--- config.mk ---
export PLATFORM = sky130hd
export DESIGN_NAME = datapath_regs
export DESIGN_NICKNAME = d
export VERILOG_FILES = /design/src/rtl/datapath_regs.sv
export SDC_FILE = /design/constraint.sdc
export NUM_CORES = 1
export LEC_CHECK = 0
export CAP_MARGIN = 0
export CORE_MARGIN = 5
export CORE_UTILIZATION = 50
export CTS_CLUSTER_DIAMETER = 120
export DETAILED_ROUTE_END_ITERATION = 10
export PLACE_DENSITY = 0.75
export SLEW_MARGIN = 10
export SYNTH_ARGS = -nofsm -noshare
export SYNTH_HDL_FRONTEND = slang
export SYNTH_SLANG_ARGS = --single-unit
--- constraint.sdc ---
create_clock -name clk -period 6.72 [get_ports clk]
set_input_delay 0.672 -clock clk [delete_from_list [all_inputs] [get_ports clk]]
set_output_delay 0.672 -clock clk [all_outputs]
set_load 0.05 [all_outputs]
--- src/rtl/datapath_regs.sv ---
// rtl/datapath_regs.sv - architectural registers, shared bus mux and ALU (optional flags: DATAPATH_FLAGS_EN)
module datapath_regs #(
    parameter int DATA_W = 16,
    parameter int ADDR_W = 8,
    parameter int OPC_W  = 6
) (
    input  logic              clk,
    input  logic              rst_n,
    input  logic [3:0]        read_en,
    input  logic [15:0]       write_en,
    input  logic [15:0]       inc_en,
    input  logic [15:0]       clr_en,
    input  logic [2:0]        alu_op,
    input  logic [DATA_W-1:0] im_rdata,
    input  logic [DATA_W-1:0] dm_rdata,
    output logic [ADDR_W-1:0] im_addr,
    output logic [ADDR_W-1:0] dm_addr,
    output logic [DATA_W-1:0] dm_wdata,
    output logic              dm_we,
    output logic [OPC_W-1:0]  instruction,
    output logic [15:0]       z,
    output logic [DATA_W-1:0] bus_dbg
`ifdef DATAPATH_FLAGS_EN
    ,
    output logic [2:0]        flags
`endif
);

    logic [DATA_W-1:0] r_pc, r_ar, r_ir, r_ac, r_r, r_r1, r_r2, r_r3, r_r4;
    logic [DATA_W-1:0] w_bus;
    logic [DATA_W-1:0] w_alu;
    logic              w_unused;

    // Shared priority for every register: clear, then load, then increment, else hold
    function automatic logic [DATA_W-1:0] f_next(
        input logic [DATA_W-1:0] cur,
        input logic              clr,
        input logic              wr,
        input logic              inc,
        input logic [DATA_W-1:0] load_val
    );
        if (clr)
            return '0;
        else if (wr)
            return load_val;
        else if (inc)
            return cur + {{(DATA_W-1){1'b0}}, 1'b1};
        else
            return cur;
    endfunction

    // Single bus source selected by read_en; unused codes drive zero
    always_comb begin
        w_bus = '0;
        case (read_en)
            4'd1:    w_bus = r_pc;
            4'd2:    w_bus = r_ar;
            4'd4:    w_bus = r_ir;
            4'd5:    w_bus = r_ac;
            4'd6:    w_bus = r_r;
            4'd7:    w_bus = r_r1;
            4'd8:    w_bus = r_r2;
            4'd9:    w_bus = r_r3;
            4'd10:   w_bus = r_r4;
            4'd12:   w_bus = dm_rdata;
            4'd13:   w_bus = im_rdata;
            default: w_bus = '0;
        endcase
    end

    // ALU operates on AC and R; unknown ops pass AC through
    always_comb begin
        w_alu = r_ac;
        case (alu_op)
            3'd1:    w_alu = r_ac + r_r;
            3'd2:    w_alu = r_ac - r_r;
            3'd3:    w_alu = r_ac * r_r;
            3'd4:    w_alu = {r_ac[DATA_W-2:0], 1'b0};
            default: w_alu = r_ac;
        endcase
    end

    // Register file update; AC takes the ALU result over the bus when both loads are requested
    always_ff @(posedge clk or negedge rst_n) begin
        if (!rst_n) begin
            r_pc <= '0;
            r_ar <= '0;
            r_ir <= '0;
            r_ac <= '0;
            r_r  <= '0;
            r_r1 <= '0;
            r_r2 <= '0;
            r_r3 <= '0;
            r_r4 <= '0;
        end else begin
            r_pc <= f_next(r_pc, clr_en[1],  write_en[1],  inc_en[1],  w_bus);
            r_ar <= f_next(r_ar, clr_en[2],  write_en[2],  inc_en[2],  w_bus);
            r_ir <= f_next(r_ir, clr_en[3],  write_en[3],  inc_en[3],  w_bus);
            r_ac <= f_next(r_ac, clr_en[4],  write_en[4] | write_en[12], inc_en[4],
                           write_en[12] ? w_alu : w_bus);
            r_r  <= f_next(r_r,  clr_en[5],  write_en[5],  inc_en[5],  w_bus);
            r_r4 <= f_next(r_r4, clr_en[7],  write_en[7],  inc_en[7],  w_bus);
            r_r3 <= f_next(r_r3, clr_en[8],  write_en[8],  inc_en[8],  w_bus);
            r_r2 <= f_next(r_r2, clr_en[9],  write_en[9],  inc_en[9],  w_bus);
            r_r1 <= f_next(r_r1, clr_en[10], write_en[10], inc_en[10], w_bus);
        end
    end

`ifdef DATAPATH_FLAGS_EN
    logic [DATA_W:0] w_add_ext, w_sub_ext;
    logic            w_carry, w_ovf;
    logic [2:0]      r_flags;

    // Carry/borrow and signed overflow only meaningful for add and sub
    always_comb begin
        w_add_ext = {1'b0, r_ac} + {1'b0, r_r};
        w_sub_ext = {1'b0, r_ac} - {1'b0, r_r};
        w_carry   = 1'b0;
        w_ovf     = 1'b0;
        if (alu_op == 3'd1) begin
            w_carry = w_add_ext[DATA_W];
            w_ovf   = (r_ac[DATA_W-1] == r_r[DATA_W-1]) && (w_alu[DATA_W-1] != r_ac[DATA_W-1]);
        end else if (alu_op == 3'd2) begin
            w_carry = w_sub_ext[DATA_W];
            w_ovf   = (r_ac[DATA_W-1] != r_r[DATA_W-1]) && (w_alu[DATA_W-1] != r_ac[DATA_W-1]);
        end
    end

    // Flags captured only when the ALU result is written to AC
    always_ff @(posedge clk or negedge rst_n) begin
        if (!rst_n)
            r_flags <= 3'b000;
        else if (write_en[12])
            r_flags <= {w_carry, w_ovf, w_alu[DATA_W-1]};
    end

    assign flags = r_flags;
`endif

    assign im_addr     = r_pc[ADDR_W-1:0];
    assign dm_addr     = r_ar[ADDR_W-1:0];
    assign dm_wdata    = r_ac;
    assign dm_we       = rst_n & write_en[11];
    assign instruction = r_ir[OPC_W-1:0];
    assign z           = {15'd0, (r_ac == '0)};
    assign bus_dbg     = w_bus;

    assign w_unused = &{1'b0, write_en[0], write_en[6], write_en[15:13],
                        inc_en[0], inc_en[6], inc_en[15:11],
                        clr_en[0], clr_en[6], clr_en[15:11],
                        r_ir[DATA_W-1:OPC_W], r_pc[DATA_W-1:ADDR_W], r_ar[DATA_W-1:ADDR_W]};

endmodule

# After elaboration in Yosys (flattened, before gate mapping)

Index checks and enable logic that the tools add are counted.

Bits in registers: 144
Input bits: 89

$add $sub $neg: 11
Multiply operators: 1
Equal/unequal tests: 16
Multiplexer cells: 30
Bitwise logic cells: 2
Reduce and logical (&&, ||, !) cells: 11

Operators with widths:

| operator                                       | count |
|---|---|
| 2-to-1 mux 16 bit                              | 28 |
| one-hot mux 16 bit (11 select lines)           | 1 |
| adder 16 x 1 -> 16 bit (second input constant) | 9 |
| one-hot mux 16 bit (4 select lines)            | 1 |
| nonzero test 3 bit                             | 9 |
| == test 4 bit (second input constant)          | 5 |
| adder 16 bit                                   | 1 |
| == test 4 x 3 -> 1 bit (second input constant) | 4 |
| zero test 16 bit                               | 1 |
| multiplier 16 x 16 -> 16 bit                   | 1 |
| subtractor 16 bit                              | 1 |
| != test 7 x 3 -> 1 bit (second input constant) | 1 |
| == test 3 x 2 -> 1 bit (second input constant) | 2 |
| == test 4 x 1 -> 1 bit (second input constant) | 1 |
| == test 4 x 2 -> 1 bit (second input constant) | 1 |
| == test 3 x 1 -> 1 bit (second input constant) | 1 |
| == test 3 bit (second input constant)          | 1 |
| AND reduction 2 bit                            | 1 |
| AND 1 bit                                      | 1 |
| bitwise OR 1 bit                               | 1 |

# Depth between registers and ports, before layout

Gate-level depths: netlist of run 1.

Word-level depth: 5
Depth in mapped cells: 23
Depth with buffers taken out: 21

# Least setup slack after synthesis of run 1

OpenSTA, ideal clock, no wires.

Path kind: flip-flop to flip-flop
Start point: reg r_ac[4] (netlist: dm_wdata[4])
End point: reg r_ac[15] (netlist: dm_wdata[15])
Setup time: 78 ps
Arrival time: 5745 ps
Slack: 897 ps
Cell stages (with the launch flop): 23
Path buffers: 2
Period minus slack after synthesis: 5823 ps
Path through: dfrtp_1 -> buf_2 -> clkbuf_1 -> and2_1 -> fa_1 -> inv_1 -> fa_1 -> fa_1 -> inv_1 -> ha_1 -> fa_1 -> inv_1 -> fa_1 -> inv_1 -> ha_1 -> or3_1 -> o21ai_0 -> a211oi_1 -> o21ai_0 -> a21oi_1 -> xnor2_1 -> a221o_1 -> a21oi_1

Word-level cells in the longest chain between the ends: 5
Elaborated cells on any way between the ends: 9
Those cells by class: 3 x add/sub; 1 x mul; 5 x mux

RTL lines:

| what                                                       | line | source |
|---|---|---|
| start: declaration                                         | 29   | `logic [DATA_W-1:0] r_pc, r_ar, r_ir, r_ac, r_r, r_r1, r_r2, r_r3, r_r4;` |
| start signal: assignment                                   | 99   | `r_ac <= f_next(r_ac, clr_en[4], write_en[4] \| write_en[12], inc_en[4],` |
| multiplier 16 x 16 -> 16 bit, or another cell as far along | 77   | `3'd3: w_alu = r_ac * r_r;` |
| one-hot mux 16 bit (4 select lines)                        | 74   | `case (alu_op)` |
| 2-to-1 mux 16 bit                                          | 100  | `write_en[12] ? w_alu : w_bus);` |
| 2-to-1 mux 16 bit *                                        | 44   | `else if (wr)` |
| 2-to-1 mux 16 bit *                                        | 42   | `if (clr)` |

Mark *: on every way between the ends. The rest lies on a longest branch, timed or not. The select of a mux whose other input is x is not followed.
A chain may end at the register's enable or synchronous reset.

# Worst setup path after layout of run 1

Start point: reg r_ac[5] (netlist: dm_wdata[5])
End point: reg r_ac[12] (netlist: dm_wdata[12])

The elaborated chain is that of the path after synthesis.

==> results of run 1 <==
## state kept, by name (all words and copies together) (netlist names)
register and flops:
r_pc 16, dm_wdata 16, r_r4 16, r_r 16
r_r2 16, r_ir 16, r_r3 16, r_ar 16
r_r1 16
## final cells by class
| type | count | area, µm² | share of cell area (%) |
|---|---|---|---|
| flip-flops and latches | 144 | 3600 | 21.1 |
| repair buffers | 162 | 1530 | 8.95 |
| clock inverters | 14 | 206 | 1.21 |
| well taps | 396 | 495 | 2.90 |
| multi-input cells | 1372 | 10300 | 60.3 |
| clock buffers | 18 | 429 | 2.51 |
| inverters | 140 | 526 | 3.07 |
## layout by cell type (no fill, tap or decap), types with 26 or more instances in the layout
master	count
a211oi_1	146
nor2_1	188
nand4_1	26
fa_1	81
dfrtp_1	144
nand3_1	48
xnor2_1	159
buf_4	37
clkdlybuf4s50_1	124
inv_1	136
and2_1	69
and3_1	59
a21oi_1	39
a22oi_1	38
o21ai_0	28
nand2_1	180
ha_1	76
xor2_1	36
## worst max path at each step
| stage | start | to | slack [ps] | cells past startpoint |
|---|---|---|---|---|
| floorplan | dm_wdata[4] | dm_wdata[15] | 900 | 22 |
| global placement | dm_wdata[5] | dm_wdata[15] | 860 | 20 |
| detailed placement | dm_wdata[5] | dm_wdata[12] | 750 | 19 |
| CTS | dm_wdata[5] | dm_wdata[12] | 720 | 19 |
| global route | dm_wdata[5] | dm_wdata[12] | 370 | 19 |
| finish | dm_wdata[5] | dm_wdata[12] | 620 | 19 |
## per-stage QoR
step / instance area [µm²] / worst slack [ps] / instances / hold slack (ps)
after global routing: 17100 / 374 / 2246 / 136
after global placement: 16500 / 856 / 2214 / 590
after floorplan: 15400 / 897 / 1831 / 376
after CTS: 17100 / 717 / 2246 / 132
final: 17100 / 620 / 2246 / 115
after detailed placement: 16500 / 753 / 2214 / 593
## routing by layer
| metal | global-route usage, % | vias up | share of wire [%] |
|---|---|---|---|
| li1 | - | 6219 | - |
| met1 | 39.5 | 6838 | 40 |
| met2 | 47.1 | 815 | 46 |
| met3 | 4.65 | 172 | 8.8 |
| met4 | 15.6 | 0 | 5.8 |
| met5 | 0 | - | 0 |
## worst register-to-register path, cell delays in order, from the launching register on
cell and delay (ps):
dfrtp_1 710, and2_1 330, fa_1 540, inv_1 60
fa_1 570, fa_1 460, fa_1 500, inv_1 60
fa_1 540, inv_1 60, fa_1 530, inv_1 40
ha_1 330, and3_1 180, a21oi_1 120, o21ai_0 140
nor2_1 140, xor2_1 110, a221oi_1 460, o21a_1 170
## power by group through the flow
stage | sequential, mW | clock [mW] | combinational [mW]
after floorplan | 1.06 | 0 | 0.924
after global placement | 1.10 | 0 | 1.29
after detailed placement | 1.11 | 0 | 1.31
after CTS | 1.09 | 1.06 | 1.32
after global routing | 1.10 | 1.09 | 1.45
final | 1.10 | 1.06 | 1.34
## cell families after synthesis
logic type / after synthesis
flops: 144
buf+inv: 315
mux: 4
fa+ha+maj: 157
xor+xnor: 195
compound gates: 362
simple gates: 639
other cells: 1
==> metrics.md, run 1 <==
| Metric | Value |
|---|---|
| Post-CTS Resized | 0 |
| Die Span X | 185 µm |
| Commonest cells post-synth | nor2_1 (188), nand2_1 (180), xnor2_1 (159) |
| Initial antenna violation count | 0 |
| Die area | 0.0342 mm² |
| Sequential share of the synthesized area | 23.5% |
| R2R setup slack | 620 ps |
| Via density | 6.25 |
| Hold Vio Cnt, Final | 0 |
| Crit-path slowest cell | dfrtp_1 |
| Share of layout cells above drive strength 1 | 5.89% |
| Simple logic cell fraction of the synthesized area | between 20% and 30% |
| Clock latency at the later pin of the worst-skew pair | 440 ps |
| Tot Pwr | 3.50 mW |
| DP Wirelength | 37500 µm |
| Post-synthesis mux area share | 0.261% |
| RSZ-0062 raised after global routing | no |
| Peak supply drop | ~0.19 mV |
| Switching part of the total | around two fifths |
| Post-route setup TNS | 0 ps |
| Routability cong. | 0.993 |
| Startpoint types | register |
| Net switching power | 1.42 mW |
| Post-Route WL | 51200 µm |
| CTS Buf Count | 17 |
| Synth area leaders | dfrtp_1 (24%), fa_1 (11%), xnor2_1 (9.1%) |
| EDFF count, synth | 0 |
| F_max | 164 MHz |
| Reg2Reg Depth | 19 |
| HP Class | input pin to asynchronous set/reset pin |
| First-pass GRT wire length | roughly 79000 µm |
| Top-count cell post-synth | nor2_1 |
| Fin crit period | between 6000 and 7000 ps |
| Clock share of power | a little under a third |
| H-tree depth | 4 |
| Synth warnings | 0 |
| CTS clk-pin slew, worst paths | ~70 ps |
| Syn Area/Cell | 8.43 µm² |
| Post-synth top flop | dfrtp_1 |
| Crit-path max cell delay | 710 ps |
| Drt drc | 0 |
| Pwr dens | 205 mW/mm² |
| Core Util, Final | a little under three fifths |
| Root Buffer | clkbuf_16 |
| Nets | 2083 |
| Top Ports | 160 |
| Leading area contributor after synthesis | dfrtp_1 |
| Largest family of logic cells by synthesized area | simple AND/OR/NAND/NOR gates |
| Clk_skew | approximately 11 ps |
| CTS tree | yes |
| Post-synthesis cell area | 0.0153 mm² |
| Top cell type's share of synthesized area | 23.5% |
| Slew Limit Fails | 0 |
| WS Path Type | register to register |
| Drt wl/cell | 22.8 µm |
| Filler instances | about 2700 |
| 1st-iter DRT viols | 1759 |
| Maximum buffer depth of the clock tree | 2 |
| Cells after synthesis | 1817 |
| Worst r2r src | dm_wdata[5] |
| CTS Hold Bufs | 0 |
| Initial Utilization | 50.3% |
| Post-CTS Setup Bufs | 0 |
| Crit path cell chain | and2_1, fa_1, inv_1, fa_1, fa_1, fa_1, inv_1, fa_1, inv_1, fa_1, inv_1, ha_1, and3_1, a21oi_1, o21ai_0, nor2_1, xor2_1, a221oi_1, o21a_1 |
| Num rows | 64 |
| Overflow after GRT | 0 |
| Internal | about 2.1 mW |
| Setup crit end kind | register |
| Largest net degree at the start of global routing | 68 |
| CP arrival | 6470 ps |
| R2R Path End | dm_wdata[12] |
| Bufs and invs on worst path | 4 |
| Worst Max-Slew Pin Slew | between 1000 and 1500 ps |
| Sink Count | 144 |
| Status | complete, no violations |
| Logic pwr share | approximately two fifths |
| Final period util | 90.8% |
| Area of the core | 0.0304 mm² |
| Flops & latches, synth | 144 |
| Via count | 14044 |
| Compound-gate portion of the synthesized area | 18.2% |
| ANT cells | 0 |
| Post-synthesis cell type count | 73 |
| Critical-path maximum fanout | 13 |
| Synth Area in XOR/XNOR | 11.2% |
| Drt first pass iters | 6 |
| Post-route antenna net violation count | 0 |
| WP data required | 7090 ps |
| Adder-Cell Fraction of Synth Area | 16.8% |
| GRT Total Usage | 29.8% |
| Vias in the first global route | 13731 |
| Endpoints failing setup | 0 |
| Lkg Pwr | 7.27 nW |
| CP delay by family, top | adder cells |
| Port buffer count | around 130 |
| Async set-reset flop share out of synthesis | 100% |
| Area delta synth->final | 11.6% |
| Maxcap violations | 0 |
| Sequential power share | 31.5% |
| Die extent in y | ~190 µm |
| Most frequent CP cell | fa_1 |
| Max_slew headroom | ~15% |
Note: power is estimated with default switching activity, not from simulation.
==> run 2: changes to the inputs <==
--- a/config.mk
+++ b/config.mk
@@ -7,10 +7,10 @@
 export LEC_CHECK = 0
 export CAP_MARGIN = 0
 export CORE_MARGIN = 5
-export CORE_UTILIZATION = 50
+export CORE_UTILIZATION = 55
 export CTS_CLUSTER_DIAMETER = 120
 export DETAILED_ROUTE_END_ITERATION = 10
-export PLACE_DENSITY = 0.75
+export PLACE_DENSITY = 0.81
 export SLEW_MARGIN = 10
 export SYNTH_ARGS = -nofsm -noshare
 export SYNTH_HDL_FRONTEND = slang
==> run 2 against run 1 <==
Against the previous run:
- clock power is 4% lower
- first-iteration DRC count is 19% higher
- worst setup slack better by 190 ps
- clock-buffer cell count stayed put
- global-route usage is 2.7 points higher
- worst hold slack better by 25 ps
- die area is 8.6% lower
- cell count is 0.80% lower
- core utilization is 5.6 points higher
- register-to-register slack better by 190 ps
==> metrics.md, run 2 (synthesized netlist as in run 1, its figures left out) <==
| Metric | Value |
|---|---|
| Commonest non-fill, non-tap cell in the layout | nor2_1 |
| CP delay by family, top | adder cells |
| Vias in the first global route | 13933 |
| Fin area | 0.0171 mm² |
| Net switching power | 1.39 mW |
| Clk_skew | roughly 15 ps |
| Clock share of power | 29.6% |
| Core Util, Final | 61.8% |
| R2R setup slack | about 800 ps |
| Die Span X | 177 µm |
| ANT cells | 0 |
| HP Class | input pin to asynchronous set/reset pin |
| WS Path Type | register to register |
| Via density | ~6.4 |
| R2R Path End | dm_wdata[15] |
| Via count | 14217 |
| Peak supply drop | ~0.18 mV |
| Filler instances | 2376 |
| H-tree depth | 4 |
| Post-CTS Setup Bufs | 0 |
| Placed cell areas | 0.0164 mm² |
| Drt drc | 0 |
| Share of layout cells above drive strength 1 | 5.89% |
| Dpl ws | 910 ps |
| Sequential power share | 31.5% |
| Multi-input logic area | 0.0103 mm² |
| Nets | 2084 |
| Worst r2r src | dm_wdata[1] |
| Drt wl/cell | 22.5 µm |
| Crit-path max cell delay | 630 ps |
| Fin crit period | between 5000 and 6000 ps |
| CTS Buf Count | 17 |
| WP data required | 7070 ps |
| DP Cell Count | 2197 |
| Switching part of the total | 40.2% |
| GRT Total Usage | roughly a third |
| Drt first pass iters | 7 |
| Hold Vio Cnt, Final | 0 |
| Startpoint types | register |
| Worst setup margin | roughly 810 ps |
| Status | complete, no violations |
| First-pass GRT wire length | 79100 µm |
| Setup crit end kind | register |
| Post-route antenna net violation count | 0 |
| Critical-path maximum fanout | 13 |
| RSZ-0062 raised after global routing | no |
| Slew Limit Fails | 0 |
| Storage cell area | between 0.003 and 0.004 mm² |
| Initial antenna violation count | 1 |
| Die extent in y | 177 µm |
| Lkg Pwr | 7.27 nW |
| Num rows | 61 |
| Routability cong. | 0.994 |
| Clock latency at the later pin of the worst-skew pair | ~440 ps |
| Crit path cell chain | buf_4, inv_1, nor2_1, ha_1, fa_1, fa_1, fa_1, fa_1, inv_1, fa_1, inv_1, ha_1, or3_1, o21ai_0, a21oi_1, xnor2_1, a221o_1, a21oi_1 |
| 1st-iter DRT viols | about 2100 |
| Max_slew headroom | 15.3% |
| CTS tree | yes |
| DP Wirelength | 35900 µm |
| Largest net degree at the start of global routing | 58 |
| CP arrival | 6270 ps |
| CTS Hold Bufs | 0 |
| Sink Count | 144 |
| Port buffer count | between 100 and 150 |
| Pwr dens | 203 mW/mm² |
| Finished Layout Cells | about 2200 |
| Maximum buffer depth of the clock tree | 2 |
| CP startpoint | dm_wdata[1] |
| Top Ports | 160 |
| Area of the core | 0.0276 mm² |
| Bufs and invs on worst path | 4 |
| Endpoints failing setup | 0 |
| Final period util | between 80% and 90% |
| Reg2Reg Depth | 18 |
| Post-CTS Resized | 0 |
| CTS clk-pin slew, worst paths | about 70 ps |
| Root Buffer | clkbuf_16 |
| Worst Max-Slew Pin Slew | about 1300 ps |
| Initial Utilization | 55.4% |
| F_max | 169 MHz |
| Overflow after GRT | 0 |
| Post-route setup TNS | 0 ps |
| Maxcap violations | 0 |
| Crit-path slowest cell | dfrtp_1 |
| Post-Route WL | roughly 50000 µm |
| Logic pwr share | 38.9% |
| Most frequent cells in the layout | nor2_1 (188), nand2_1 (180), xnor2_1 (159), a211oi_1 (146), dfrtp_1 (144) |
| Most frequent CP cell | fa_1 |
| Internal | 2.07 mW |
| Die area | 0.0313 mm² |
| Area delta synth->final | 11.4% |
## run 2: changes by cell type in the layout (fill, tap and decap cells not counted)
| cell | previous run | this run |
|---|---|---|
| clkinv_2 | 0 | 2 |
| buf_4 | 37 | 38 |
| clkinv_4 | 4 | 3 |
| inv_6 | 2 | 1 |
| inv_8 | 1 | 0 |
## run 2: metrics by stage
step	power [mW]	hold WS, ps
2_1_floorplan	1.98	376
3_3_place_gp	2.38	596
3_5_place_dp	2.41	607
4_1_cts	3.43	149
5_1_grt	3.62	164
6_report	3.46	139
## run 2: power by group through the flow
stage / registers, mW / logic, mW / clock network, mW
after detailed placement: 1.09 / 1.31 / 0
final: 1.09 / 1.35 / 1.02
after CTS: 1.08 / 1.33 / 1.02
after global placement: 1.09 / 1.29 / 0
after floorplan: 1.06 / 0.924 / 0
after global routing: 1.09 / 1.46 / 1.06
## run 2: cell type report
class | instances | area share [%]
Inverter | 140 | 3.08
Clock inverter | 13 | 1.10
Timing Repair Buffer | 163 | 9.01
Sequential cell | 144 | 21.1
Clock buffer | 18 | 2.52
Multi-Input combinational cell | 1372 | 60.4
Tap cell | 378 | 2.77
## run 2: worst max-delay path by stage
stage                   end  slack (ps)  cells past startpoint
5_1_grt        dm_wdata[15]         440                     21
3_3_place_gp   dm_wdata[15]         950                     18
6_report       dm_wdata[15]         810                     18
2_1_floorplan  dm_wdata[15]         900                     22
4_1_cts        dm_wdata[15]         860                     18
3_5_place_dp   dm_wdata[15]         910                     18
## run 2: layer usage
layer / up-vias / wire [µm] / global-route usage [%] / part of all wire (%)
met4: 2 / 3550 / 18.0 / 7.1
met5: - / 8 / 0 / 0.016
met1: 6776 / 18800 / 42.6 / 37
li1: 6221 / - / - / -
met3: 240 / 5580 / 6.09 / 11
met2: 978 / 22300 / 50.7 / 44
## run 2: worst register-to-register path: cells and delay by family, from the launching register on
kind,cells,cell delay [ps]
AOI/OAI and AO/OA,4,650
xor gates and xnor gates,1,160
adders and majority gates,7,3170
buffers and inverters,4,710
DFF,1,630
and+or+nand+nor,2,510
